[config.mk]
export PLATFORM = sky130hd
export DESIGN_NAME = instr_fetch_stage
export DESIGN_NICKNAME = d
export VERILOG_FILES = /design/src/rtl/instr_fetch_stage.sv
export SDC_FILE = /design/constraint.sdc
export NUM_CORES = 1
export LEC_CHECK = 0
export CORE_UTILIZATION = 47
export CTS_CLUSTER_SIZE = 14
export DETAILED_ROUTE_END_ITERATION = 7
export GPL_TIMING_DRIVEN = 0
export MAX_ROUTING_LAYER = met4
export PLACE_DENSITY = 0.77
export RECOVER_POWER = 25
export SYNTH_ARGS = -nofsm -noshare
export SYNTH_HDL_FRONTEND = slang
export SYNTH_SLANG_ARGS = --single-unit
[constraint.sdc]
create_clock -name clk -period 2.15 [get_ports clk]
set_clock_uncertainty 0.2 [all_clocks]
set_input_delay 0.5375 -clock clk [delete_from_list [all_inputs] [get_ports clk]]
set_output_delay 0.5375 -clock clk [all_outputs]
set_load 0.02 [all_outputs]
[src/rtl/instr_fetch_stage.sv]
// Instruction fetch stage: PC register, req/ack instruction memory fetch, IF/ID register
// with stall hold buffer, redirect flush, and drain of abandoned in-flight requests.
module instr_fetch_stage #(
  parameter logic [31:0] RESET_PC = 32'h0000_0000
) (
  input  logic        clk,
  input  logic        rst,
  output logic        imem_req,
  output logic [31:0] imem_addr,
  input  logic        imem_ack,
  input  logic [31:0] imem_rdata,
  input  logic        stall,
  input  logic        redirect,
  input  logic [31:0] redirect_pc,
  output logic        if_id_valid,
  output logic [31:0] if_id_instr,
  output logic [31:0] if_id_pc4,
  output logic [5:0]  opcode
);

  typedef enum logic [1:0] {IDLE, FETCH, HOLD, DRAIN} state_t;

  state_t      state_reg;
  logic [31:0] pc_reg;
  logic [31:0] drain_addr_reg;
  logic [31:0] buf_instr_reg;
  logic [31:0] buf_pc4_reg;
  logic        valid_reg;
  logic [31:0] instr_reg;
  logic [31:0] pc4_reg;

  logic [31:0] pc_next;
  logic [31:0] redirect_aligned;
  logic [31:0] reset_pc_aligned;

  assign pc_next          = pc_reg + 32'd4;
  assign redirect_aligned = redirect_pc & ~32'h3;
  assign reset_pc_aligned = RESET_PC & ~32'h3;

  always_ff @(posedge clk) begin
    if (rst) begin
      state_reg      <= IDLE;
      pc_reg         <= reset_pc_aligned;
      drain_addr_reg <= 32'h0;
      buf_instr_reg  <= 32'h0;
      buf_pc4_reg    <= 32'h0;
      valid_reg      <= 1'b0;
      instr_reg      <= 32'h0;
      pc4_reg        <= 32'h0;
    end else if (redirect) begin
      pc_reg        <= redirect_aligned;
      valid_reg     <= 1'b0;
      instr_reg     <= 32'h0;
      buf_instr_reg <= 32'h0;
      buf_pc4_reg   <= 32'h0;
      case (state_reg)
        // An unacknowledged request must stay on the bus until memory answers it.
        FETCH: begin
          if (imem_ack) begin
            state_reg <= FETCH;
          end else begin
            state_reg      <= DRAIN;
            drain_addr_reg <= pc_reg;
          end
        end
        DRAIN:   state_reg <= imem_ack ? FETCH : DRAIN;
        default: state_reg <= FETCH;
      endcase
    end else begin
      case (state_reg)
        IDLE: state_reg <= FETCH;
        FETCH: begin
          if (imem_ack) begin
            pc_reg <= pc_next;
            if (stall) begin
              buf_instr_reg <= imem_rdata;
              buf_pc4_reg   <= pc_next;
              state_reg     <= HOLD;
            end else begin
              valid_reg <= 1'b1;
              instr_reg <= imem_rdata;
              pc4_reg   <= pc_next;
            end
          end else if (!stall) begin
            valid_reg <= 1'b0;
            instr_reg <= 32'h0;
          end
        end
        HOLD: begin
          if (!stall) begin
            valid_reg     <= 1'b1;
            instr_reg     <= buf_instr_reg;
            pc4_reg       <= buf_pc4_reg;
            buf_instr_reg <= 32'h0;
            buf_pc4_reg   <= 32'h0;
            state_reg     <= FETCH;
          end
        end
        DRAIN: begin
          valid_reg <= 1'b0;
          instr_reg <= 32'h0;
          if (imem_ack) state_reg <= FETCH;
        end
        default: state_reg <= IDLE;
      endcase
    end
  end

  assign imem_req    = (state_reg == FETCH) || (state_reg == DRAIN);
  assign imem_addr   = (state_reg == DRAIN) ? drain_addr_reg : pc_reg;
  assign if_id_valid = valid_reg;
  assign if_id_instr = instr_reg;
  assign if_id_pc4   = pc4_reg;
  assign opcode      = valid_reg ? instr_reg[31:26] : 6'd0;

endmodule
# Word-level counts from Yosys, hierarchy flattened
# Cells that the tools add are included.
# classes
n_addsub	1
n_eq_ne	12
muxes	32
bitwise_logic	2
reduce_logical	16
# ops
operator	count
$mux 32	15
$pmux 32 s2	3
$pmux 32 s3	1
$add 32x3->32 const B	1
$ne 3x3->1 const B	5
$mux 2	7
$ne 2x2->1 const B	4
$pmux 2 s4	1
$reduce_and 4->1	2
$mux 6	1
$reduce_and 2->1	3
$reduce_and 3->1	2
$reduce_bool 2->1	3
$reduce_and 5->1	1
$eq 2x2->1 const B	2
$reduce_or 2->1	2
$mux 1	3
$pmux 1 s3	1
$reduce_bool 3->1	1
$eq 2x1->1 const B	1
$logic_not 2->1	1
$not 1->1	2
$logic_or 1x1->1	1
# totals
ff_bits	195
in_bits	69
output_inout_bits	104
wordCells	72

# Depth between registers and ports, before layout
# Gate-level depths: netlist of the first run.
# logic_depth
depth_word	4
mapped_depth	9
mapped_depth_nobuf	6

# Worst setup path before layout of the first run
# No wires, ideal clock.
# synth_timing
path_type	input port to flip-flop
from	in redirect
to	reg drain_addr_reg[31]
setup_ns	0.132
arrival_ns	1.981
required_time_ns	1.818
slack_ns	-0.163
cell_stages	6
n_path_buf	2
path_cell_list	clkbuf_1 clkinv_1 or4b_2 clkbuf_1 nand2_1 a21oi_1
# synth_via
elab_chain_len	1
# synth_rtl
element	line_no	rtl
from (decl)	13	input logic redirect,
$reduce_and 3->1 (no source line)	--	
to (signal assigned)	63	drain_addr_reg <= pc_reg;
to (decl)	25	logic [31:0] drain_addr_reg;
# Every way passes these cells.
# A chain may end at the register's enable or synchronous reset.

# Worst setup path in the final report of the first run
# layout_timing
from	reg state_reg[1]
to	out imem_addr[25]
# layout_via
elab_chain_len	2
# layout_rtl
element	line_no	rtl
from (decl)	23	state_t state_reg;
from (signal assigned)	66	DRAIN: state_reg <= imem_ack ? FETCH : DRAIN;
$eq 2x2->1	110	assign imem_addr = (state_reg == DRAIN) ? drain_addr_reg : pc_reg;
$mux 32	110	
to (decl)	9	output logic [31:0] imem_addr,
# Every way passes these cells.

==> summary by stage, run 1 <==
Placement
Routability-driven placement finished with a final weighted congestion of around 0.94. The estimated wirelength of the detail-placed design is 18,900 um. During placement, the flow inserted port buffers numbering 163.

Worst setup path
The startpoint identified for the worst register-to-register timing path is state_reg[0]$_SDFFE_PP0P_. STA puts the critical path data required time at 1.41 ns. The sum of buffers and inverters on the critical path is 3.

The slowest cell on the critical path is dfxtp_4. The cell family with the largest share of critical-path delay is buffers and inverters. Of all nets on the critical path, the largest fanout is 6. The signal on the critical path passes through clkbuf_16 > nand2_8 > clkbuf_16 > mux2_4 > buf_6. For this run, the slowest stage of the critical path takes 0.36 ns.

The register-to-register path setup slack is -0.17 ns. The cell that appears most often on the critical path is clkbuf_16. In this run the worst setup path begins at state_reg[1]$_SDFFE_PP0P_. The worst flop-to-flop path endpoint is pc_reg[15]$_SDFFE_PP0P_. The setup path with the least slack is of type register to output port. The endpoint type of the worst setup path is an output port. The depth of the worst register-to-register path is 7. For the worst setup path, the data arrival time is 1.72 ns.

The sort of element at the start of the critical path is a register.

Route
The count of TritonRoute iterations in the first routing pass is 8. Routed signal wires occupy layers up through met4. The residual DRC count is 2. In the routed layout, each cell is associated on average with a via count of just over 6. Summed over all nets, wire length on met3 after detailed routing comes to 3400 um.

After detailed routing, the met2 layer carries roughly 14,000 um of wire. The number of design-rule violations left by the first detailed-router iteration is between 1,000 and 1,500. The detailed router placed 9,265 vias in this run. The post-detailed-routing wire length is 31,500 um. For this block, wires on met1 add up to 12,200 um. The count of nets left with antenna violations once routing finished came out at 0. In the final routed layout, each cell accounts on average for 20.7 um.

Clock tree
Clock latency on the worst-skew pair, taken at its later pin, is around 0.44 ns. The H-tree generated during clock tree synthesis spans 4 levels. The number of buffers created by CTS is 17.

TritonCTS built the clock tree. The cell sitting at the root of the clock tree is a clkbuf_16. The clock passes through at most 2 buffers. Clock tree synthesis found a total of 187 sinks. The clock transition at the registers of the reported paths is 0.07 ns. Hold repair after CTS inserted 0 buffers.

Min path
The hold path startpoint is buf_pc4_reg[26]$_SDFFE_PP0P_. The worst hold path was traced through 2 stages. The worst min-delay path class is register to register. The path with the worst hold slack has its endpoint at buf_pc4_reg[26]$_SDFFE_PP0P_.

STA
The final number of max-transition violations is 0. The final-report setup violation count is 67. The number of hold-slack violations in the final timing report was 0. The smallest clock period supported by the final layout is computed as about 2.5 ns.

Once routing completed, OpenROAD measured the worst setup slack at -0.309 ns. Setup repair after global routing could not meet its margin everywhere. Measured against its own limit, the worst slew margin works out to 0.399. For this run, the top clock speed supported by timing is 407 MHz. The transition time of the tightest slew-check pin is 0.902 ns. The tightest hold path in the finished design has a slack of 0.244 ns.

The final total negative setup slack is -11.70 ns. Of the available clock period, the critical path in the final layout requires 1.14.

Synthesis
Of all flip-flops after synthesis, the portion carrying an async set or reset was 0. The most used flip-flop cell after synthesis is dfxtp_1. The number of enable flip-flop cells after synthesis is 0. The synthesized cell area is 8510 um^2. The number of storage elements in the synthesis netlist is 187.

The mean instance size in the synthesized netlist is 8.30 um^2. The number of distinct library cells after synthesis is just under 60. Synthesis produced roughly 1,000 cells. The share of the Yosys chip area taken by registers is 0.440. The count of synthesis-stage warnings from yosys is 0.

Cells and area
The register area is 3790 um^2. In the layout the commonest cells are dfxtp_1, nor2_1, nand2_1. The net count of the finished layout is 1,355.

Once layout is complete, the utilization of the core stands at 0.720. Of the cells placed in the final design, the portion with a size suffix greater than 1 is 0.257. Summing all multi-input logic gate instances after layout gives 4880 um^2. The final-layout fill cell count is 1,214. Compared with the post-synthesis result, the final layout area differs by 47.9%. The most common cell after layout, fill and taps aside is dfxtp_1.

The number of antenna diodes in the final layout is 0.

Die
The die outline area is 18,700 um^2. For this design the top-level I/O count stands at 173. The width of the chip is 137 um. For this configuration, the core starts out at a cell density of 0.487. The area of the core region is about 17,000 um^2. The number of core rows is 48. The die height is around 140 um.

Flow run
Across the run, the number of max-cap violations was 0.

Global routing
The number of antenna violations at the first check in global routing is 0. Entering global routing, the biggest net connects 19 pins. The final global-route overflow total is 0. The number of global-route vias before repair was 8,302.

The first global-routing pass estimated approximately 43,000 um of wire. In the global route stage, overall resource usage came out at 0.310.

Power
The power density normalized to cell area is 652 nW/um^2. VDD sags by at most between 600 and 700 uV. The leakage power summed over all cells is 5.58 nW.

Outcome
The run finished, with violations left. The checks that failed: DRC, setup timing.
## stage by stage
step	instances	power [mW]	setup slack (ns)	area, um^2
2_1_floorplan	1029	4.33	-0.0844	8580
3_3_place_gp	1417	4.80	-1.00	10500
3_5_place_dp	1417	4.81	-1.00	10500
4_1_cts	1484	8.00	-0.337	11700
5_1_grt	1523	8.44	-0.334	12600
6_report	1523	8.20	-0.309	12600
## report_power, final
part | total, mW | internal [mW] | switching (mW) | leakage [nW]
logic | 1.33 | 0.605 | 0.727 | 3.76
clock network | 3.21 | 1.68 | 1.52 | 0.291
registers | 3.66 | 3.56 | 0.104 | 1.53
## tightest hold or removal path, stage by stage, from the launching register on
cell     delay [ns]
dfxtp_1        0.31
nand2_1        0.05
o21ai_1        0.05
## cell type report
| class | count | area share |
|---|---|---|
| buffer | 91 | 0.0498 |
| clock buffer | 18 | 0.0349 |
| clock inverter | 14 | 0.0120 |
| inverter | 9 | 0.00278 |
| multi-input combinational | 727 | 0.387 |
| sequential | 187 | 0.301 |
| tap | 225 | 0.0224 |
| timing repair buffer | 252 | 0.190 |
## cell families after synthesis
logic type | share of synthesized area
AO/OA/AOI/OAI | 0.206
AND/OR/NAND/NOR | 0.199
XOR/XNOR | 0.0514
multiplexers | 0.0456
buffers and inverters | 0.0550
other | 0.000440
adder cells (fa/ha/maj) | 0.00264
flip-flops | 0.440
## synthesized netlist by cell type (2+ instances only)
| cell type | count | share of area |
|---|---|---|
| nand2b_1 | 7 | 0.0051 |
| a21o_1 | 2 | 0.0018 |
| a31oi_1 | 4 | 0.0029 |
| clkbuf_1 | 72 | 0.032 |
| o21a_1 | 4 | 0.0035 |
| buf_1 | 13 | 0.0057 |
| mux2_2 | 30 | 0.040 |
| o21ai_0 | 37 | 0.022 |
| nand4_1 | 12 | 0.0088 |
| xnor2_1 | 31 | 0.032 |
| and2_1 | 9 | 0.0066 |
| inv_1 | 8 | 0.0035 |
| nor4_1 | 10 | 0.0073 |
| and3_1 | 13 | 0.0096 |
| a21oi_1 | 58 | 0.034 |
| or2_2 | 2 | 0.0015 |
| a22oi_1 | 76 | 0.067 |
| nand2_1 | 131 | 0.058 |
| dfxtp_1 | 187 | 0.44 |
| or4_1 | 3 | 0.0026 |
| o311a_1 | 2 | 0.0024 |
| nand3_1 | 16 | 0.0094 |
| mux2i_1 | 5 | 0.0059 |
| o22ai_1 | 11 | 0.0081 |
| a221oi_2 | 2 | 0.0035 |
| buf_4 | 4 | 0.0035 |
| clkbuf_2 | 3 | 0.0018 |
| a211oi_1 | 51 | 0.045 |
| xor2_1 | 19 | 0.020 |
| nor2_1 | 128 | 0.056 |
| nor3_1 | 15 | 0.0088 |
| o211ai_1 | 3 | 0.0026 |
| and4_1 | 2 | 0.0021 |
| nor2b_1 | 2 | 0.0015 |
| nor4bb_1 | 2 | 0.0024 |
| a311oi_1 | 6 | 0.0062 |
| or3_1 | 11 | 0.0081 |
| buf_2 | 14 | 0.0082 |
## layer usage
metal | global-route usage | vias to the layer above
met5 | - | -
li1 | - | 4130
met4 | 0.152 | 0
met2 | 0.474 | 661
met3 | 0.0644 | 162
met1 | 0.387 | 4312
## worst max-delay path by stage
stage                                      to  depth (start not counted)
2_1_floorplan                   imem_addr[10]                          5
3_3_place_gp       if_id_pc4[21]$_SDFFE_PP0P_                          7
3_5_place_dp   buf_instr_reg[25]$_SDFFE_PP0P_                          8
4_1_cts                         imem_addr[12]                          5
5_1_grt                         imem_addr[25]                          5
6_report                        imem_addr[25]                          5
## repair_timing
item | in CTS | in global routing
endpoints found under the setup margin | 245 | 214
gates resized for setup | 298 | 217
buffers inserted | 41 | 45
gates cloned | 1 | 2
pin swaps | 12 | 36
endpoints found under the hold margin | 0 | 0
Note: power is estimated with default switching activity, not from simulation.
==> run 2: changes to the inputs <==
Settings changed: SKIP_LAST_GASP set to 1.
==> summary by stage, run 2 (synthesis results as in run 1) <==
Outcome
The run finished, with violations left. The checks that failed: setup timing.

STA
The highest attainable clock frequency is between 400 and 500 MHz. The final number of max-transition violations is 0. In the finished design, the share of the clock period the worst path needs comes to 1.15. Setup repair after global routing could not meet its margin everywhere. The worst-case setup margin in the final layout is -0.320 ns. The number of hold-slack violations in the final timing report is 0. Headroom to the max-slew limit came out at 0.392. The transition time of the tightest slew-check pin is 0.913 ns. Summed over all failing endpoints, the final setup total negative slack is -9.54 ns. The routed design could run at a clock period as short as ~2.5 ns.

Setup violations remaining at the end of the flow were counted as 48.

Power
IR analysis of the VDD net gives a maximum drop of ~660 uV. In this run the power density over the cells is approximately 670 nW/um^2. Summed over all cells, the static leakage comes to 4.88 nW. The design draws between 8 and 9 mW.

Global routing
In the global route stage, overall resource usage came out at 0.307. The number of antenna violations at the first check in global routing came to 0. The number of global-route vias before repair was ~8,300. The maximum number of pins on one net before global-route repair is 19. For this run the aggregate overflow at the end of global routing stands at 0. The wire length of the first global-routing pass is between 40,000 and 50,000 um.

Clock tree
In this run the clock root is driven by a clkbuf_16. The number of levels the H-tree was split into is 4. At the later pin of the worst-skew pair, clock insertion delay measures 0.45 ns. The CTS tree is built.

The maximum buffer depth of the clock tree is 2. The clock drives 187 sinks. The number of buffers created by CTS is 17. The clock transition at the registers of the reported paths is 0.07 ns.

Die
The number of core rows is 48. The die outline area is 18,700 um^2. The die height is 137 um. The starting density of the core is 0.487. 173 I/O pins were placed.

The width of the chip is 137 um. The area of the core region is between 15,000 and 20,000 um^2.

Route
The post-detailed-routing wire length is roughly 30,000 um. The residual DRC count is 0. In the final routed layout, each cell accounts on average for 19.7 um. The number of design-rule violations left by the first detailed-router iteration is 911. The number of vias per cell is just under 6. Before antenna repair, the detailed router went through 6 iterations. The residual antenna-violating net count after detailed routing is 0. The routed layout has 8,957 vias.

Cells and area
The repair_antennas step left the layout with diodes totalling 0. Relative to the synthesized area, the layout overhead comes to 42.8%. The fraction of the core area covered by cells at the end of the flow is 0.696. Of the cells placed in the final design, the portion with a size suffix greater than 1 is 0.239. The top cell types in the final layout, fill and taps aside, are dfxtp_1, nand2_1, nor2_1.

Leaving out fill and tap cells, the most frequent cell in the layout is dfxtp_1. For this run, the post-layout net count is 1,335.

Worst setup path
STA puts the critical path data arrival time at 1.73 ns. The endpoint type of the worst setup path is an output port. The category of the most critical setup path is register to output port. The highest net fanout along the worst path is 6.

The critical path data required time is 1.41 ns. The sort of element at the start of the critical path is a register.

Flow run
The tool flagged a number of max-cap violations equal to 0.

Placement
The estimated wirelength of the detail-placed design is ~19,000 um. At the end of routability-driven placement, the weighted congestion stood at 0.937. Input and output buffers added on the ports amount to around 160.

Min path
The worst min-delay path class is register to register.
## run 2: worst paths after layout
path | start | to | slack (ns) | cells after the start
setup / recovery | state_reg[1]$_SDFFE_PP0P_ | imem_addr[31] | -0.32 | 5
hold reg to reg | buf_pc4_reg[26]$_SDFFE_PP0P_ | buf_pc4_reg[26]$_SDFFE_PP0P_ | 0.25 | 2
setup reg to reg | state_reg[1]$_SDFFE_PP0P_ | pc_reg[17]$_SDFFE_PP0P_ | -0.13 | 5
hold / removal | buf_pc4_reg[26]$_SDFFE_PP0P_ | buf_pc4_reg[26]$_SDFFE_PP0P_ | 0.25 | 2
## run 2: final cells by class
class / count / area, um^2
flip-flops and latches: 187 / 3780
repair buffers: 232 / 2010
clock inverters: 14 / 151
fillers: 1301 / 5320
clock buffers: 18 / 439
inverters: 9 / 35.0
plain buffers: 91 / 613
well taps: 225 / 282
multi-input cells: 727 / 4850
## run 2: report_power, final
group          internal [mW]  switching (mW)  leakage [nW]  total, mW
clock network           1.68            1.53         0.291       3.22
logic                  0.568           0.700          3.07       1.27
registers               3.56           0.102          1.53       3.66
total                   5.81            2.34          4.88       8.15
## run 2: what timing repair did
action | CTS | global route
gates cloned | 1 | 2
pin swaps | 12 | 33
hold buffers | 0 | 0
setup endpoints to repair | 245 | 212
gates resized for setup | 293 | 192
buffers inserted | 41 | 26
## run 2: metrics by stage
step	instance area, um^2	std cells	hold slack, ns	setup WS [ns]
finish	12200	1503	0.251	-0.320
global route	12200	1503	0.278	-0.332
CTS	11700	1484	0.254	-0.337
detailed placement	10500	1417	0.237	-1.00
global placement	10500	1417	0.226	-1.00
floorplan	8580	1029	0.217	-0.0844
## run 2: critical path, stage by stage (launching register included)
cell and delay, ns:
dfxtp_4 0.37, clkbuf_16 0.15, nand2_8 0.13, clkbuf_16 0.17
mux2_4 0.31, buf_6 0.13
## run 2: routing by layer
layer	track usage	vias up	wire length [um]
met4	0.146	0	1270
met3	0.0652	120	2970
met1	0.384	4180	11600
li1	-	4104	-
met2	0.470	553	13700
met5	-	-	0
